--- config.mk ---
export PLATFORM = sky130hd
export DESIGN_NAME = if_fetch_stage
export DESIGN_NICKNAME = d
export VERILOG_FILES = /design/src/rtl/if_fetch_stage_pkg.sv /design/src/rtl/if_fetch_stage_skid.sv /design/src/rtl/if_fetch_stage.sv
export SDC_FILE = /design/constraint.sdc
export NUM_CORES = 1
export LEC_CHECK = 0
export CAP_MARGIN = 0
export CORE_UTILIZATION = 52
export DETAILED_ROUTE_END_ITERATION = 6
export PLACE_DENSITY = 0.93
export REMOVE_ABC_BUFFERS = 1
export SLEW_MARGIN = 20
export SYNTH_ARGS = -nofsm -noshare
export SYNTH_HDL_FRONTEND = slang
export SYNTH_HIERARCHICAL = 1
export SYNTH_SLANG_ARGS = --single-unit
--- constraint.sdc ---
create_clock -name clk -period 2.8 [get_ports clk]
set_input_delay 0.28 -clock clk [delete_from_list [all_inputs] [get_ports clk]]
set_output_delay 0.28 -clock clk [all_outputs]
set_load 0.02 [all_outputs]
--- src/rtl/if_fetch_stage_pkg.sv ---
// Shared types and constants for the instruction-fetch stage.
package if_fetch_stage_pkg;

  localparam int unsigned MIPS_WORD_W = 32;

  localparam logic [MIPS_WORD_W-1:0] DEFAULT_RESET_PC = 32'h0000_0000;
  localparam logic [MIPS_WORD_W-1:0] NOP_WORD         = 32'h0000_0000;
  localparam logic [MIPS_WORD_W-1:0] PC_STEP          = 32'd4;

  // Fetch sequencer: REQ issues a read, WAIT holds until the single response returns.
  typedef enum logic {
    ST_REQ  = 1'b0,
    ST_WAIT = 1'b1
  } fetch_state_e;

  // One fetched instruction as handed to ID.
  typedef struct packed {
    logic [MIPS_WORD_W-1:0] instr;
    logic [MIPS_WORD_W-1:0] pc_plus4;
  } fetch_word_t;

endpackage

--- src/rtl/if_fetch_stage_skid.sv ---
// if_skid_buffer: single-entry {instr, pc_plus4} holding slot for a response that
// lands while ID is stalled on a live output register.
module if_skid_buffer
  import if_fetch_stage_pkg::*;
(
  input  logic        clk,
  input  logic        rst_n,
  input  logic        load_i,
  input  logic        pop_i,
  input  logic        flush_i,
  input  fetch_word_t data_i,
  output logic        full_o,
  output fetch_word_t data_o
);

  logic        full_q, full_d;
  fetch_word_t data_q, data_d;

  // Next-state: pop/flush empty the slot, load fills it (flush wins over load).
  always_comb begin
    full_d = full_q;
    data_d = data_q;
    if (pop_i || flush_i) begin
      full_d = 1'b0;
    end
    if (load_i && !flush_i) begin
      full_d = 1'b1;
      data_d = data_i;
    end
  end

  // Slot storage.
  always_ff @(posedge clk or negedge rst_n) begin
    if (!rst_n) begin
      full_q <= 1'b0;
      data_q <= '0;
    end else begin
      full_q <= full_d;
      data_q <= data_d;
    end
  end

  assign full_o = full_q;
  assign data_o = data_q;

endmodule

--- src/rtl/if_fetch_stage.sv ---
// if_fetch_stage: owns the PC, keeps one instruction-memory read in flight, and
// presents {instruction, pc_plus4, valid} to ID through an output register plus
// a one-entry skid buffer.
// Build option: define DELAY_SLOT_EN for MIPS branch-delay-slot redirect handling;
// without it every younger instruction is squashed on redirect.
module if_fetch_stage
  import if_fetch_stage_pkg::*;
#(
  parameter logic [MIPS_WORD_W-1:0] RESET_PC = DEFAULT_RESET_PC
) (
  input  logic                   clk,
  input  logic                   rst_n,
  output logic                   imem_req,
  output logic [MIPS_WORD_W-1:0] imem_addr,
  input  logic                   imem_rvalid,
  input  logic [MIPS_WORD_W-1:0] imem_rdata,
  input  logic                   redirect_valid,
  input  logic [MIPS_WORD_W-1:0] redirect_pc,
  input  logic                   id_stall,
  output logic                   if_id_valid,
  output logic [MIPS_WORD_W-1:0] if_id_instruction,
  output logic [MIPS_WORD_W-1:0] if_id_pc_plus4
);

  fetch_state_e           state_q, state_d;
  logic [MIPS_WORD_W-1:0] fetch_pc_q, fetch_pc_d;
  logic                   valid_q, valid_d;
  fetch_word_t            out_q, out_d;

  logic        skid_full, skid_load, skid_pop, skid_flush;
  fetch_word_t skid_data;
  fetch_word_t land_word;
  logic        issue, resp, land, consume;

  assign issue   = (state_q == ST_REQ) && !skid_full;
  assign resp    = (state_q == ST_WAIT) && imem_rvalid;
  assign consume = valid_q && !id_stall;

  // The outstanding request is always for fetch_pc_q, so the response tags from it.
  always_comb begin
    land_word          = '0;
    land_word.instr    = imem_rdata;
    land_word.pc_plus4 = fetch_pc_q + PC_STEP;
  end

`ifdef DELAY_SLOT_EN
  // The delay-slot word is kept, so every response is delivered.
  assign land       = resp;
  assign skid_flush = 1'b0;
`else
  logic kill_q, kill_d;
  // Killed (pre-redirect) responses and a response racing the redirect are wrong-path.
  assign land       = resp && !kill_q && !redirect_valid;
  assign skid_flush = redirect_valid;
`endif

  // Steer a landing response into the output register or the skid buffer.
  always_comb begin
    valid_d   = valid_q;
    out_d     = out_q;
    skid_load = 1'b0;
    skid_pop  = 1'b0;
    if (consume) begin
      if (skid_full) begin
        out_d    = skid_data;
        skid_pop = 1'b1;
      end else if (land) begin
        out_d = land_word;
      end else begin
        valid_d = 1'b0;
      end
    end else if (!valid_q) begin
      if (land) begin
        valid_d = 1'b1;
        out_d   = land_word;
      end
    end else if (land) begin
      skid_load = 1'b1;
    end
`ifndef DELAY_SLOT_EN
    if (redirect_valid) begin
      valid_d = 1'b0;
    end
`endif
  end

`ifdef DELAY_SLOT_EN
  logic                   pend_q, pend_d;
  logic [MIPS_WORD_W-1:0] pend_pc_q, pend_pc_d;

  // Sequencer and PC. The next sequential (delay-slot) word is either already in the
  // skid, landing now, or the next response; the target is applied once it is taken.
  always_comb begin
    state_d    = state_q;
    fetch_pc_d = fetch_pc_q;
    pend_d     = pend_q;
    pend_pc_d  = pend_pc_q;
    case (state_q)
      ST_REQ:  if (issue) state_d = ST_WAIT;
      ST_WAIT: begin
        if (imem_rvalid) begin
          state_d = ST_REQ;
          if (pend_q) begin
            fetch_pc_d = pend_pc_q;
            pend_d     = 1'b0;
          end else begin
            fetch_pc_d = fetch_pc_q + PC_STEP;
          end
        end
      end
    endcase
    if (redirect_valid) begin
      if (skid_full || resp) begin
        fetch_pc_d = redirect_pc;
        pend_d     = 1'b0;
      end else begin
        pend_d    = 1'b1;
        pend_pc_d = redirect_pc;
      end
    end
  end

  // Pending redirect target register.
  always_ff @(posedge clk or negedge rst_n) begin
    if (!rst_n) begin
      pend_q    <= 1'b0;
      pend_pc_q <= '0;
    end else begin
      pend_q    <= pend_d;
      pend_pc_q <= pend_pc_d;
    end
  end
`else
  // Sequencer and PC. A redirect that leaves a request in flight marks it for dropping.
  always_comb begin
    state_d    = state_q;
    fetch_pc_d = fetch_pc_q;
    kill_d     = kill_q;
    case (state_q)
      ST_REQ:  if (issue) state_d = ST_WAIT;
      ST_WAIT: begin
        if (imem_rvalid) begin
          state_d = ST_REQ;
          kill_d  = 1'b0;
          if (land) fetch_pc_d = fetch_pc_q + PC_STEP;
        end
      end
    endcase
    if (redirect_valid) begin
      fetch_pc_d = redirect_pc;
      kill_d     = (state_d == ST_WAIT);
    end
  end

  // Kill flag for the in-flight wrong-path request.
  always_ff @(posedge clk or negedge rst_n) begin
    if (!rst_n) begin
      kill_q <= 1'b0;
    end else begin
      kill_q <= kill_d;
    end
  end
`endif

  // Sequencer state, PC and ID-facing output register.
  always_ff @(posedge clk or negedge rst_n) begin
    if (!rst_n) begin
      state_q    <= ST_REQ;
      fetch_pc_q <= RESET_PC;
      valid_q    <= 1'b0;
      out_q      <= '{instr: NOP_WORD, pc_plus4: '0};
    end else begin
      state_q    <= state_d;
      fetch_pc_q <= fetch_pc_d;
      valid_q    <= valid_d;
      out_q      <= out_d;
    end
  end

  if_skid_buffer u_skid (
    .clk     (clk),
    .rst_n   (rst_n),
    .load_i  (skid_load),
    .pop_i   (skid_pop),
    .flush_i (skid_flush),
    .data_i  (land_word),
    .full_o  (skid_full),
    .data_o  (skid_data)
  );

  // REQ is the reset state, so the request is masked while reset is held low.
  assign imem_req          = issue && rst_n;
  assign imem_addr         = fetch_pc_q;
  assign if_id_valid       = valid_q;
  assign if_id_instruction = out_q.instr;
  assign if_id_pc_plus4    = out_q.pc_plus4;

endmodule

==> out/summary.txt, run 1 <==
========================================================================================================
Outcome                                                                                     finished, violations left
Number of flops mapped to enable cells by yosys                                                        0
Width of the die                                                                                  126 µm
Sort of element at the start of the critical path                                               register
Sink count of the clock tree                                                                         164
Cell area after placement                                                                       9720 µm²
Pin slew with the least headroom to its limit                                                   0.907 ns
Post-CTS clock slew at the launch and capture registers of the worst setup and hold paths        0.06 ns
Top-Level Pins                                                                                       167
Min setup slack post-route                                                                      0.328 ns
Synthesized area divided by synthesized cell count                                              11.1 µm²
Final setup violation count                                                                            0
Maximum number of pins on one net before global-route repair                                         165
Worst hold margin                                                                             -0.0552 ns
Count of mapped cells out of synthesis                                                               721
Post-synthesis sequential element count                                                              164
Design internal power                                                                            5.30 mW
Hold-fix buffer count after cts                                                                        0
Unrepaired setup endpoints after global routing                                                    false
Clock latency reported for the late side of the worst-skew pair                                  0.43 ns
Reg-to-Reg End                                                                              u_skid/data_o[22]$_DFFE_PN0P_
Share of async-settable or async-resettable flops after synthesis                                   100%
Number of pins exceeding their max-slew limit in the final report                                      0
Worst clock skew                                                                              0.00946 ns
Number of cells on the worst reg-to-reg path                                                           6
Area Growth Syn to Fin                                                                             29.0%
Most frequent cell on the critical path                                                     sky130_fd_sc_hd__nand3_1
CTS tree                                                                                            done
Violated checks                                                                             negative hold slack
Vias                                                                                                6159
Post-route fraction of the period consumed by the critical path                                    88.3%
Wire length of the first global-routing pass                                                     33.1 mm
Number of antenna violations at the first check in global routing                                      0
Post-DP HPWL                                                                                     13.1 mm
Type of destination of the critical path                                                        register
Vert. Die Dim                                                                                     126 µm
Core Area                                                                                      15100 µm²
Leading cell types in the layout, fill and taps excluded                                    sky130_fd_sc_hd__dfrtp_1 (164), sky130_fd_sc_hd__clkdlybuf4s50_1 (164), sky130_fd_sc_hd__nand2_1 (111)
Max-slew headroom at the worst pin                                                                 39.6%
Setup WS pre-CTS                                                                                0.421 ns
Average wire per cell in the routed design                                                       19.1 µm
Min Tclk post-route                                                                              2.47 ns
Aggregate negative setup slack                                                                      0 ns
Switch share                                                                                       28.6%
Pre-Repair DR Iteration Count                                                                          5
Max_cap viols                                                                                          0
Class of the worst hold path                                                                input port to asynchronous set/reset pin
Initial Utilization                                                                                53.0%
Count of port buffers added during placement                                                         166
Number of non-filler instances in the completed layout                                              1071
Max incr delay on CP                                                                             0.62 ns
Endpoint required time on the critical path                                                      3.11 ns
Post-synthesis cell area                                                                        8030 µm²
Clock tree root driver cell                                                                 sky130_fd_sc_hd__clkbuf_16
Largest delay share family, worst path                                                      simple AND/OR/NAND/NOR gates
Detailed router's first-iteration violation count                                                    565
All-Layer GR Usage                                                                                 26.9%
Setup slack of the worst register-to-register path                                               0.33 ns
Net count of the finished layout                                                                     942
Number of buffers added for setup after CTS                                                            0
Diode insertion count for antenna repair                                                               0
Critical path class                                                                         register to register
Worst VDD drop                                                                                  0.502 mV
Power share of the sequential group                                                                40.9%
Commonest register cell after synthesis                                                     sky130_fd_sc_hd__dfrtp_1
Vias in the first global route                                                                      6201
Final antenna-violating net count                                                                      0
Syn. warnings                                                                                          6
Lkg Pwr                                                                                          4.42 nW
Cells resized by post-CTS repair                                                                       0
Startpoint of the worst-slack reg-to-reg timing path                                        imem_addr[3]$_DFFE_PN0P_
Cell total after placement                                                                          1041
Power density over the cells                                                                  717 nW/µm²
Post-synth cell types                                                                                 55
Slowest cell on the critical path                                                           sky130_fd_sc_hd__nor4_4
Synth top area cells                                                                        sky130_fd_sc_hd__dfrtp_1 (51%), sky130_fd_sc_hd__mux2_4 (11%), sky130_fd_sc_hd__nand2_1 (5.2%), sky130_fd_sc_hd__xnor2_1 (4.1%), sky130_fd_sc_hd__nor2_1 (2.9%)
Worst Path Max Fanout                                                                                  9
Net Switching                                                                                    2.12 mW
Die footprint                                                                                  15900 µm²
Max Buffers Root-to-Sink                                                                               2
Crit path cell chain                                                                        ha_1 -> nand3_1 -> nor4_4 -> nand3_1 -> xnor2_1 -> mux2_4
Hold violation total from the final report                                                            15
Top cell type by total area after synthesis                                                 sky130_fd_sc_hd__dfrtp_1
Proportion of layout cells with a drive suffix above 1                                             15.2%
Inserted Clock Buffers                                                                                17
Post-route cell area                                                                           10400 µm²
Drt drc                                                                                                0
Fmax                                                                                             405 MHz
Portion of synthesized cell area occupied by the leading cell type                                 51.1%
Fraction of the yosys area taken by sequential cells                                               51.1%
Buf+Inv Stages, Crit Path                                                                              0
Routability Congestion                                                                             0.819
Fraction of power consumed by the clock network                                                    34.3%
Mean number of vias per cell                                                                        5.75
Detailed Route WL                                                                                20.4 mm
Data arrival, critical path                                                                      2.79 ns
Row count                                                                                             45
Global route overflow                                                                                  0
Number of H-tree levels                                                                                4
Logic gate share of total power                                                                    24.8%
========================================================================================================
metal layers:
metal | global-route usage (%) | vias up | share of wire [%]
met5 | 0 | - | 0
met1 | 36.1 | 3051 | 44
li1 | - | 2797 | -
met3 | 6.46 | 43 | 6.3
met2 | 42.6 | 268 | 48
met4 | 9.71 | 0 | 2.1
through the flow:
| stage | power, mW | util [%] |
|---|---|---|
| floorplan | 3.92 | - |
| finish | 7.43 | 68.4 |
| CTS | 7.45 | 68.4 |
| global placement | 4.83 | 64.2 |
| global route | 7.72 | 68.4 |
| detailed placement | 4.90 | 64.2 |
kinds of logic after synthesis:
| family | after synthesis | synth area share, % |
|---|---|---|
| mux | 67 | 12.2 |
| simple gates | 242 | 14.6 |
| fa+ha+maj | 1 | 0.156 |
| compound gates | 133 | 10.8 |
| buf+inv | 58 | 5.02 |
| xor+xnor | 56 | 6.11 |
| flops | 164 | 51.1 |
Yosys cell counts, types with 3 or more instances:
master,instances
sky130_fd_sc_hd__dfrtp_1,164
sky130_fd_sc_hd__nand2_1,111
sky130_fd_sc_hd__nor2_1,61
sky130_fd_sc_hd__mux2_4,60
sky130_fd_sc_hd__xnor2_1,38
sky130_fd_sc_hd__a31oi_1,32
sky130_fd_sc_hd__clkbuf_1,26
sky130_fd_sc_hd__o21ai_0,25
sky130_fd_sc_hd__xor2_1,18
sky130_fd_sc_hd__nand3_1,17
sky130_fd_sc_hd__o21a_1,15
sky130_fd_sc_hd__o22a_1,15
sky130_fd_sc_hd__a21oi_1,14
sky130_fd_sc_hd__o22ai_1,11
sky130_fd_sc_hd__nand4_1,10
sky130_fd_sc_hd__nor3_1,8
sky130_fd_sc_hd__buf_12,7
sky130_fd_sc_hd__inv_1,7
sky130_fd_sc_hd__nor3_2,7
sky130_fd_sc_hd__mux2_2,6
sky130_fd_sc_hd__o21ai_1,6
sky130_fd_sc_hd__a21o_1,5
sky130_fd_sc_hd__a22o_1,5
sky130_fd_sc_hd__and3_1,4
sky130_fd_sc_hd__buf_1,4
sky130_fd_sc_hd__buf_4,4
sky130_fd_sc_hd__clkbuf_8,3
sky130_fd_sc_hd__nor4_1,3
sky130_fd_sc_hd__nor4_4,3
worst register-to-register path, cell delays in order, from the launching register on:
cell and delay, ns:
sky130_fd_sc_hd__dfrtp_1 0.43, sky130_fd_sc_hd__ha_1 0.27, sky130_fd_sc_hd__nand3_1 0.35, sky130_fd_sc_hd__nor4_4 0.62
sky130_fd_sc_hd__nand3_1 0.23, sky130_fd_sc_hd__xnor2_1 0.19, sky130_fd_sc_hd__mux2_4 0.27
power by group through the flow:
| stage | combinational [mW] | sequential, mW | clock, mW |
|---|---|---|---|
| 4_1_cts | 1.85 | 3.04 | 2.56 |
| 3_5_place_dp | 1.83 | 3.07 | 0 |
| 5_1_grt | 1.96 | 3.08 | 2.68 |
| 2_1_floorplan | 0.536 | 3.38 | 0 |
| 3_3_place_gp | 1.79 | 3.05 | 0 |
| 6_report | 1.84 | 3.04 | 2.55 |
sequential cells by signal, indices dropped and copies added, names as in the netlist:
name and flops:
if_id_pc_plus4 32, imem_addr 32, kill_q 1, if_id_instruction 32
if_id_valid 1, state_q 1, u_skid/full_o 1, u_skid/data_o 64
how the worst max path moves through the flow:
stage	start	endpoint	slack, ns	cells after the start
3_3_place_gp	id_stall	if_id_pc_plus4[30]$_DFFE_PN0P_	0.50	7
6_report	imem_addr[3]$_DFFE_PN0P_	u_skid/data_o[22]$_DFFE_PN0P_	0.33	6
2_1_floorplan	if_id_valid$_DFFE_PN0P_	if_id_pc_plus4[15]$_DFFE_PN0P_	-2.82	4
4_1_cts	imem_addr[3]$_DFFE_PN0P_	u_skid/data_o[22]$_DFFE_PN0P_	0.34	6
5_1_grt	imem_addr[3]$_DFFE_PN0P_	u_skid/data_o[22]$_DFFE_PN0P_	0.14	6
3_5_place_dp	id_stall	if_id_pc_plus4[24]$_DFFE_PN0P_	0.42	7
area by class of cell:
class | count | area (µm²)
clock inverters | 9 | 176
well taps | 188 | 235
flip-flops and latches | 164 | 4100
repair buffers | 183 | 1820
inverters | 7 | 26.3
fillers | 1046 | 4790
multi-input cells | 499 | 3530
clock buffers | 21 | 460
Power figures use the tool's default switching activity.
==> inputs of run 2 (changes only) <==
--- a/config.mk
+++ b/config.mk
@@ -5,6 +5,7 @@
 export SDC_FILE = /design/constraint.sdc
 export NUM_CORES = 1
 export LEC_CHECK = 0
+export ABC_AREA = 1
 export CAP_MARGIN = 0
 export CORE_UTILIZATION = 52
 export DETAILED_ROUTE_END_ITERATION = 6
==> out/summary.txt, run 2 <==
========================================================================================================
Reg area                                                                                        4100 µm²   unchanged
Lkg Pwr                                                                                          5.43 nW   +23%
Commonest register cell after synthesis                                                     sky130_fd_sc_hd__dfrtp_1
Post-synthesis cell area                                                                        8140 µm²   +1.4%
Cell area after placement                                                                       9910 µm²   +1.9%
Core Area                                                                                      15300 µm²   +0.74%
Post-synth cell types                                                                                 31   -44%
Count of port buffers added during placement                                                         166   unchanged
Average wire per cell in the routed design                                                       15.6 µm   -18%
Number of non-filler instances in the completed layout                                              1386   +29%
Row count                                                                                             45   unchanged
CTS tree                                                                                            done
Post-route cell area                                                                           10500 µm²   +1.3%
Type of destination of the critical path                                                     output port
Post-DP HPWL                                                                                     14.0 mm   +6.7%
Pin slew with the least headroom to its limit                                                   0.775 ns   -0.132 ns
Setup slack of the worst register-to-register path                                               0.78 ns   +0.45 ns
Top cell type by total area after synthesis                                                 sky130_fd_sc_hd__dfrtp_1
Vias                                                                                                7379   +20%
Syn. warnings                                                                                          6   unchanged
Clock tree root driver cell                                                                 sky130_fd_sc_hd__clkbuf_16
Reg-to-Reg End                                                                              if_id_instruction[24]$_DFFE_PN0P_
Endpoint required time on the critical path                                                      2.52 ns   -0.59 ns
Max Buffers Root-to-Sink                                                                               2   unchanged
Hold violation total from the final report                                                             0   -15
Vias in the first global route                                                                      7207   +16%
Worst hold margin                                                                               0.390 ns   +0.446 ns
Number of buffers added for setup after CTS                                                            0   unchanged
Most repeated cell in the gate-level netlist after synthesis                                sky130_fd_sc_hd__nand2_1
Aggregate negative setup slack                                                                      0 ns   unchanged
Startpoint of the worst-slack reg-to-reg timing path                                        state_q$_DFF_PN0_
Global route overflow                                                                                  0   unchanged
Number of cells on the worst reg-to-reg path                                                           7   +1
Max-slew headroom at the worst pin                                                                 48.4%   +8.8 points
Maximum number of pins on one net before global-route repair                                          82   -50%
Initial Utilization                                                                                53.4%   +0.36 points
Most used standard cells in the synthesized netlist                                         sky130_fd_sc_hd__nand2_1 (413), sky130_fd_sc_hd__dfrtp_1 (164), sky130_fd_sc_hd__nand3_1 (91)
Share of async-settable or async-resettable flops after synthesis                                   100%   unchanged
Post-route fraction of the period consumed by the critical path                                    83.0%   -5.3 points
Count of mapped cells out of synthesis                                                              1018   +41%
Sort of element at the start of the critical path                                             input port
Detailed Route WL                                                                                21.7 mm   +6.1%
Final antenna-violating net count                                                                      0   unchanged
Fmax                                                                                             430 MHz   +6.3%
Worst Path Max Fanout                                                                                 46   +37
Class of the worst hold path                                                                input port to asynchronous set/reset pin
Critical path capture point                                                                     imem_req
Portion of synthesized cell area occupied by the leading cell type                                 50.4%   -0.72 points
Pre-Repair DR Iteration Count                                                                          6   +1
Net count of the finished layout                                                                    1232   +31%
Start point of the critical path                                                                   rst_n
Worst clock skew                                                                              0.00467 ns   -0.00479 ns
Commonest non-fill, non-tap cell in the layout                                              sky130_fd_sc_hd__nand2_1
Vert. Die Dim                                                                                     127 µm   +0.70%
Power density over the cells                                                                  683 nW/µm²   -4.7%
Topmost layer with routed signal wires                                                              met4
Number of filler instances in the final layout                                                      1145   +9.5%
Number of pins exceeding their max-slew limit in the final report                                      0   unchanged
Routability Congestion                                                                             0.910   +11%
Sink count of the clock tree                                                                         164   unchanged
Synth top area cells                                                                        sky130_fd_sc_hd__dfrtp_1 (50%), sky130_fd_sc_hd__nand2_1 (19%), sky130_fd_sc_hd__nand3_1 (5.6%), sky130_fd_sc_hd__nor2_1 (4.1%), sky130_fd_sc_hd__mux2i_1 (3.9%)
Area Growth Syn to Fin                                                                             28.9%
Detail Route met2 WL                                                                             10.4 mm   +6.2%
Clock latency reported for the late side of the worst-skew pair                                  0.42 ns   about the same
Number of flops mapped to enable cells by yosys                                                        0   unchanged
Mean number of vias per cell                                                                        5.32   -7.4%
Post-CTS clock slew at the launch and capture registers of the worst setup and hold paths        0.06 ns   about the same
Min Tclk post-route                                                                              2.32 ns   -0.147 ns
Drt drc                                                                                                0   unchanged
Max_cap viols                                                                                          0   unchanged
Wire length of the first global-routing pass                                                     35.4 mm   +6.8%
Outcome                                                                                     finished clean
Routed wire length on met3                                                                       1.49 mm   +16%
Critical path class                                                                         input port to output port
DRT met1 WL                                                                                      9.05 mm   +1.7%
Number of antenna violations at the first check in global routing                                      0   unchanged
Final setup violation count                                                                            0   unchanged
Footprint of the multi-input gates                                                              3590 µm²   +1.6%
Inserted Clock Buffers                                                                                17   unchanged
Leading cell types in the layout, fill and taps excluded                                    sky130_fd_sc_hd__nand2_1 (411), sky130_fd_sc_hd__clkdlybuf4s50_1 (165), sky130_fd_sc_hd__dfrtp_1 (164)
Width of the die                                                                                  127 µm   +0.70%
Max FFs per register                                                                                  64   unchanged
All-Layer GR Usage                                                                                 27.9%   +1.0 points
Diode insertion count for antenna repair                                                               0   unchanged
Synthesized area divided by synthesized cell count                                              8.00 µm²   -28%
Unrepaired setup endpoints after global routing                                                    false
Number of H-tree levels                                                                                4   unchanged
Worst VDD drop                                                                                  0.459 mV   -8.6%
Post-synthesis sequential element count                                                              164   unchanged
Cell total after placement                                                                          1353   +30%
Data arrival, critical path                                                                      2.04 ns   -0.75 ns
Detailed router's first-iteration violation count                                                    774   +37%
Die footprint                                                                                  16200 µm²   +1.4%
Proportion of layout cells with a drive suffix above 1                                             5.87%   -9.3 points
Fraction of the yosys area taken by sequential cells                                               50.4%   -0.72 points
Top-Level Pins                                                                                       167   unchanged
========================================================================================================
## run 2: changes by cell type in the layout (fill, tap and decap cells not counted), moves of 28 or more
cell and change:
sky130_fd_sc_hd__a31oi_1 -31, sky130_fd_sc_hd__inv_1 +29, sky130_fd_sc_hd__mux2_4 -60, sky130_fd_sc_hd__mux2i_1 +31
sky130_fd_sc_hd__nand2_1 +300, sky130_fd_sc_hd__nand3_1 +74, sky130_fd_sc_hd__nor2_1 +28, sky130_fd_sc_hd__xnor2_1 -36
## run 2: area by class of cell
type	instances	share of cell area, %
Sequential cell	164	39.1
Clock inverter	11	1.29
Inverter	41	1.47
Clock buffer	21	4.20
Timing Repair Buffer	180	17.2
Multi-Input combinational cell	758	34.2
Tap cell	211	2.52
## run 2: worst min-delay path by stage
| stage | endpoint | cells after the start |
|---|---|---|
| 6_report | u_skid/data_o[51]$_DFFE_PN0P_ | 2 |
| 5_1_grt | u_skid/data_o[51]$_DFFE_PN0P_ | 2 |
| 4_1_cts | u_skid/data_o[51]$_DFFE_PN0P_ | 2 |
| 3_5_place_dp | u_skid/data_o[51]$_DFFE_PN0P_ | 1 |
| 3_3_place_gp | u_skid/data_o[58]$_DFFE_PN0P_ | 1 |
| 2_1_floorplan | if_id_instruction[0]$_DFFE_PN0P_ | 0 |
## run 2: report_power, final
| part | internal (mW) | switching, mW |
|---|---|---|
| clock network | 1.39 | 0.923 |
| registers | 2.74 | 0.286 |
| logic | 0.845 | 0.982 |
| total | 4.98 | 2.19 |
## run 2: logic make-up (layout without fill, tap and decap cells)
| group | Yosys count | after routing | share of synthesized area (%) |
|---|---|---|---|
| compound gates | 92 | 92 | 6.24 |
| xor+xnor | 15 | 15 | 2.07 |
| fa+ha+maj | 1 | 1 | 0.154 |
| buf+inv | 96 | 253 | 5.76 |
| flops | 164 | 164 | 50.4 |
| mux | 32 | 32 | 3.93 |
| simple gates | 618 | 618 | 31.4 |
## run 2: stage by stage
step | worst slack, ns | total power, mW | util, %
after floorplan | -2.05 | 3.89 | -
after global placement | 0.580 | 4.82 | 64.9
after detailed placement | 0.494 | 4.88 | 64.9
after CTS | 0.438 | 7.21 | 68.8
after global routing | 0.351 | 7.50 | 68.8
final | 0.475 | 7.17 | 68.8
## run 2: routing by layer
layer  global-route usage, %  vias up
met5                       0        -
met4                    13.5        0
met3                    4.56       60
met2                    46.6      341
met1                    35.6     3457
li1                        -     3521
## run 2: timing repair
action | 4_1_cts | 5_1_grt
resized for setup | 0 | 0
endpoints found under the hold margin | 43 | 0
hold buffers | 1 | 0
## run 2: worst max-delay path, cell delays in order
cell                              delay [ns]
sky130_fd_sc_hd__dlygate4sd3_1          0.57
sky130_fd_sc_hd__buf_6                  0.39
sky130_fd_sc_hd__nand2_1                0.10
sky130_fd_sc_hd__nor2_1                 0.10
sky130_fd_sc_hd__clkdlybuf4s50_1        0.60
==> inputs of run 3 (changes only) <==
--- a/config.mk
+++ b/config.mk
@@ -7,9 +7,9 @@
 export LEC_CHECK = 0
 export ABC_AREA = 1
 export CAP_MARGIN = 0
-export CORE_UTILIZATION = 52
+export CORE_UTILIZATION = 47
 export DETAILED_ROUTE_END_ITERATION = 6
-export PLACE_DENSITY = 0.93
+export PLACE_DENSITY = 0.89
 export REMOVE_ABC_BUFFERS = 1
 export SLEW_MARGIN = 20
 export SYNTH_ARGS = -nofsm -noshare
==> constraint.sdc (replaced) <==
create_clock -name clk -period 2.13 [get_ports clk]
set_input_delay 0.213 -clock clk [delete_from_list [all_inputs] [get_ports clk]]
set_output_delay 0.213 -clock clk [all_outputs]
set_load 0.02 [all_outputs]
==> out/summary.txt, run 3 (synthesis gave the netlist of run 2 again) <==
========================================================================================================
All-Layer GR Usage                                                                                 26.1%   -1.8 points
Inserted Clock Buffers                                                                                17   unchanged
Outcome                                                                                     finished clean
Clock tree root driver cell                                                                 sky130_fd_sc_hd__clkbuf_16
Start point of the critical path                                                            u_skid/full_o$_DFFE_PN0P_
Type of destination of the critical path                                                     output port
Worst VDD drop                                                                                  0.614 mV   +34%
Class of the worst hold path                                                                input port to register
Post-DP HPWL                                                                                     15.4 mm   +9.9%
Wire length of the first global-routing pass                                                     36.5 mm   +3.2%
Pre-Repair DR Iteration Count                                                                          5   -1
Diode insertion count for antenna repair                                                               0   unchanged
Critical path capture point                                                                     imem_req
Pin slew with the least headroom to its limit                                                   0.733 ns   -0.0417 ns
Final antenna-violating net count                                                                      0   unchanged
Data arrival, critical path                                                                      1.68 ns   -0.36 ns
Final setup violation count                                                                            0   unchanged
Min Tclk post-route                                                                              1.90 ns
Global route overflow                                                                                  0   unchanged
Count of port buffers added during placement                                                         166   unchanged
Row count                                                                                             47   +4.4%
Cells resized by post-CTS repair                                                                       0   unchanged
Number of non-filler instances in the completed layout                                              1407   +1.5%
CTS tree                                                                                            done
Setup WS pre-CTS                                                                                0.154 ns   -0.339 ns
Endpoint required time on the critical path                                                      1.92 ns   -0.60 ns
Number of H-tree levels                                                                                4   unchanged
Area Growth Syn to Fin                                                                             30.3%
Routability Congestion                                                                             0.885   -2.7%
Leading cell types in the layout, fill and taps excluded                                    sky130_fd_sc_hd__nand2_1 (411), sky130_fd_sc_hd__clkdlybuf4s50_1 (165), sky130_fd_sc_hd__dfrtp_1 (164)
Number of cells on the worst reg-to-reg path                                                          12   +5
Net count of the finished layout                                                                    1245   +1.1%
Fmax                                                                                             527 MHz
Core Area                                                                                      16800 µm²   +9.8%
Worst clock skew                                                                              0.00725 ns   +0.00258 ns
Vert. Die Dim                                                                                     134 µm   +5.1%
Die footprint                                                                                  17900 µm²   +10%
Sort of element at the start of the critical path                                               register
Clock latency reported for the late side of the worst-skew pair                                  0.43 ns   about the same
Detailed router's first-iteration violation count                                                    673   -13%
Average wire per cell in the routed design                                                       15.9 µm   +1.9%
Detailed Route WL                                                                                22.4 mm   +3.5%
Reg-to-Reg End                                                                              if_id_pc_plus4[26]$_DFFE_PN0P_
Max FFs per register                                                                                  64   unchanged
Power density over the cells                                                                  893 nW/µm²   +31%
Drt drc                                                                                                0   unchanged
Vias in the first global route                                                                      7225   +0.25%
Mean number of vias per cell                                                                        5.34   +0.23%
Unrepaired setup endpoints after global routing                                                    false
Lkg Pwr                                                                                          5.50 nW   +1.2%
Min setup slack post-route                                                                      0.233 ns   -0.243 ns
Hold violation total from the final report                                                             0   unchanged
Max_cap viols                                                                                          0   unchanged
Number of pins exceeding their max-slew limit in the final report                                      0   unchanged
Commonest non-fill, non-tap cell in the layout                                              sky130_fd_sc_hd__nand2_1
Width of the die                                                                                  134 µm   +5.1%
Initial Utilization                                                                                48.6%   -4.8 points
Setup slack of the worst register-to-register path                                               0.25 ns   -0.53 ns
Max Buffers Root-to-Sink                                                                               2   unchanged
Proportion of layout cells with a drive suffix above 1                                             6.99%   +1.1 points
Top-Level Pins                                                                                       167   unchanged
Post-CTS clock slew at the launch and capture registers of the worst setup and hold paths        0.06 ns   about the same
Startpoint of the worst-slack reg-to-reg timing path                                        imem_addr[2]$_DFFE_PN0P_
Number of antenna violations at the first check in global routing                                      0   unchanged
Worst Path Max Fanout                                                                                  3   -93%
Cell total after placement                                                                          1375   +1.6%
Maximum number of pins on one net before global-route repair                                          82   unchanged
Max-slew headroom at the worst pin                                                                 51.1%   +2.8 points
Critical path class                                                                         register to output port
Aggregate negative setup slack                                                                      0 ns   unchanged
Post-route fraction of the period consumed by the critical path                                    89.1%
Worst hold margin                                                                               0.331 ns   -0.0593 ns
Vias                                                                                                7508   +1.7%
Sink count of the clock tree                                                                         164   unchanged
Number of buffers added for setup after CTS                                                            0   unchanged
========================================================================================================
run 3: changes by cell type in the layout (fill, tap and decap cells not counted), sizes merged:
cell / delta
buf: +13
bufinv: -1
inv: +1
clkinvlp: -1
run 3: worst min path at each step:
stage / start / to / slack, ns / depth (start not counted)
after global routing: redirect_pc[25] / imem_addr[25]$_DFFE_PN0P_ / 0.35 / 3
after floorplan: rst_n / if_id_instruction[0]$_DFFE_PN0P_ / -0.08 / 0
after detailed placement: rst_n / if_id_instruction[12]$_DFFE_PN0P_ / 0.42 / 2
after CTS: redirect_pc[6] / imem_addr[6]$_DFFE_PN0P_ / 0.32 / 3
after global placement: rst_n / if_id_pc_plus4[15]$_DFFE_PN0P_ / 0.42 / 2
final: redirect_pc[6] / imem_addr[6]$_DFFE_PN0P_ / 0.33 / 3
run 3: what timing repair did:
action / in CTS / in global routing
setup endpoints to repair: 0 / 0
hold endpoints to repair: 48 / 0
hold buffers: 1 / 0
run 3: critical path, cell delays in order (launching register included):
cell	delay (ns)
sky130_fd_sc_hd__dfrtp_1	0.42
sky130_fd_sc_hd__inv_1	0.09
sky130_fd_sc_hd__nand2_1	0.05
sky130_fd_sc_hd__nor2_1	0.09
sky130_fd_sc_hd__clkdlybuf4s50_1	0.61
run 3: cell type report:
type,count,area (µm²)
inverter,41,154
clock inverter,10,125
multi-input combinational,758,3590
fill,1402,6150
clock buffer,21,460
sequential,164,4100
tap,220,275
timing repair buffer,193,1910
run 3: layer usage:
layer,GRT usage (%),up-vias,part of all wire [%]
met5,0,-,0
met1,33.7,3531,41
met4,8.59,0,2.1
met2,42.4,375,48
li1,-,3552,-
met3,7.23,50,9.0
run 3: power by group:
group	leakage, nW	internal [mW]	switching, mW	total (mW)
Clock	0.284	1.79	1.26	3.05
Combinational	3.09	1.13	1.32	2.45
Sequential	2.13	3.60	0.372	3.97
Total	5.50	6.52	2.95	9.47
run 3: per-stage QoR:
step	cell area, µm²	power [mW]	utilization [%]
final	10600	9.47	63.3
after global routing	10600	9.91	63.3
after CTS	10600	9.53	63.3
after detailed placement	10000	6.46	59.8
after global placement	10000	6.38	59.8
after floorplan	7830	5.11	-
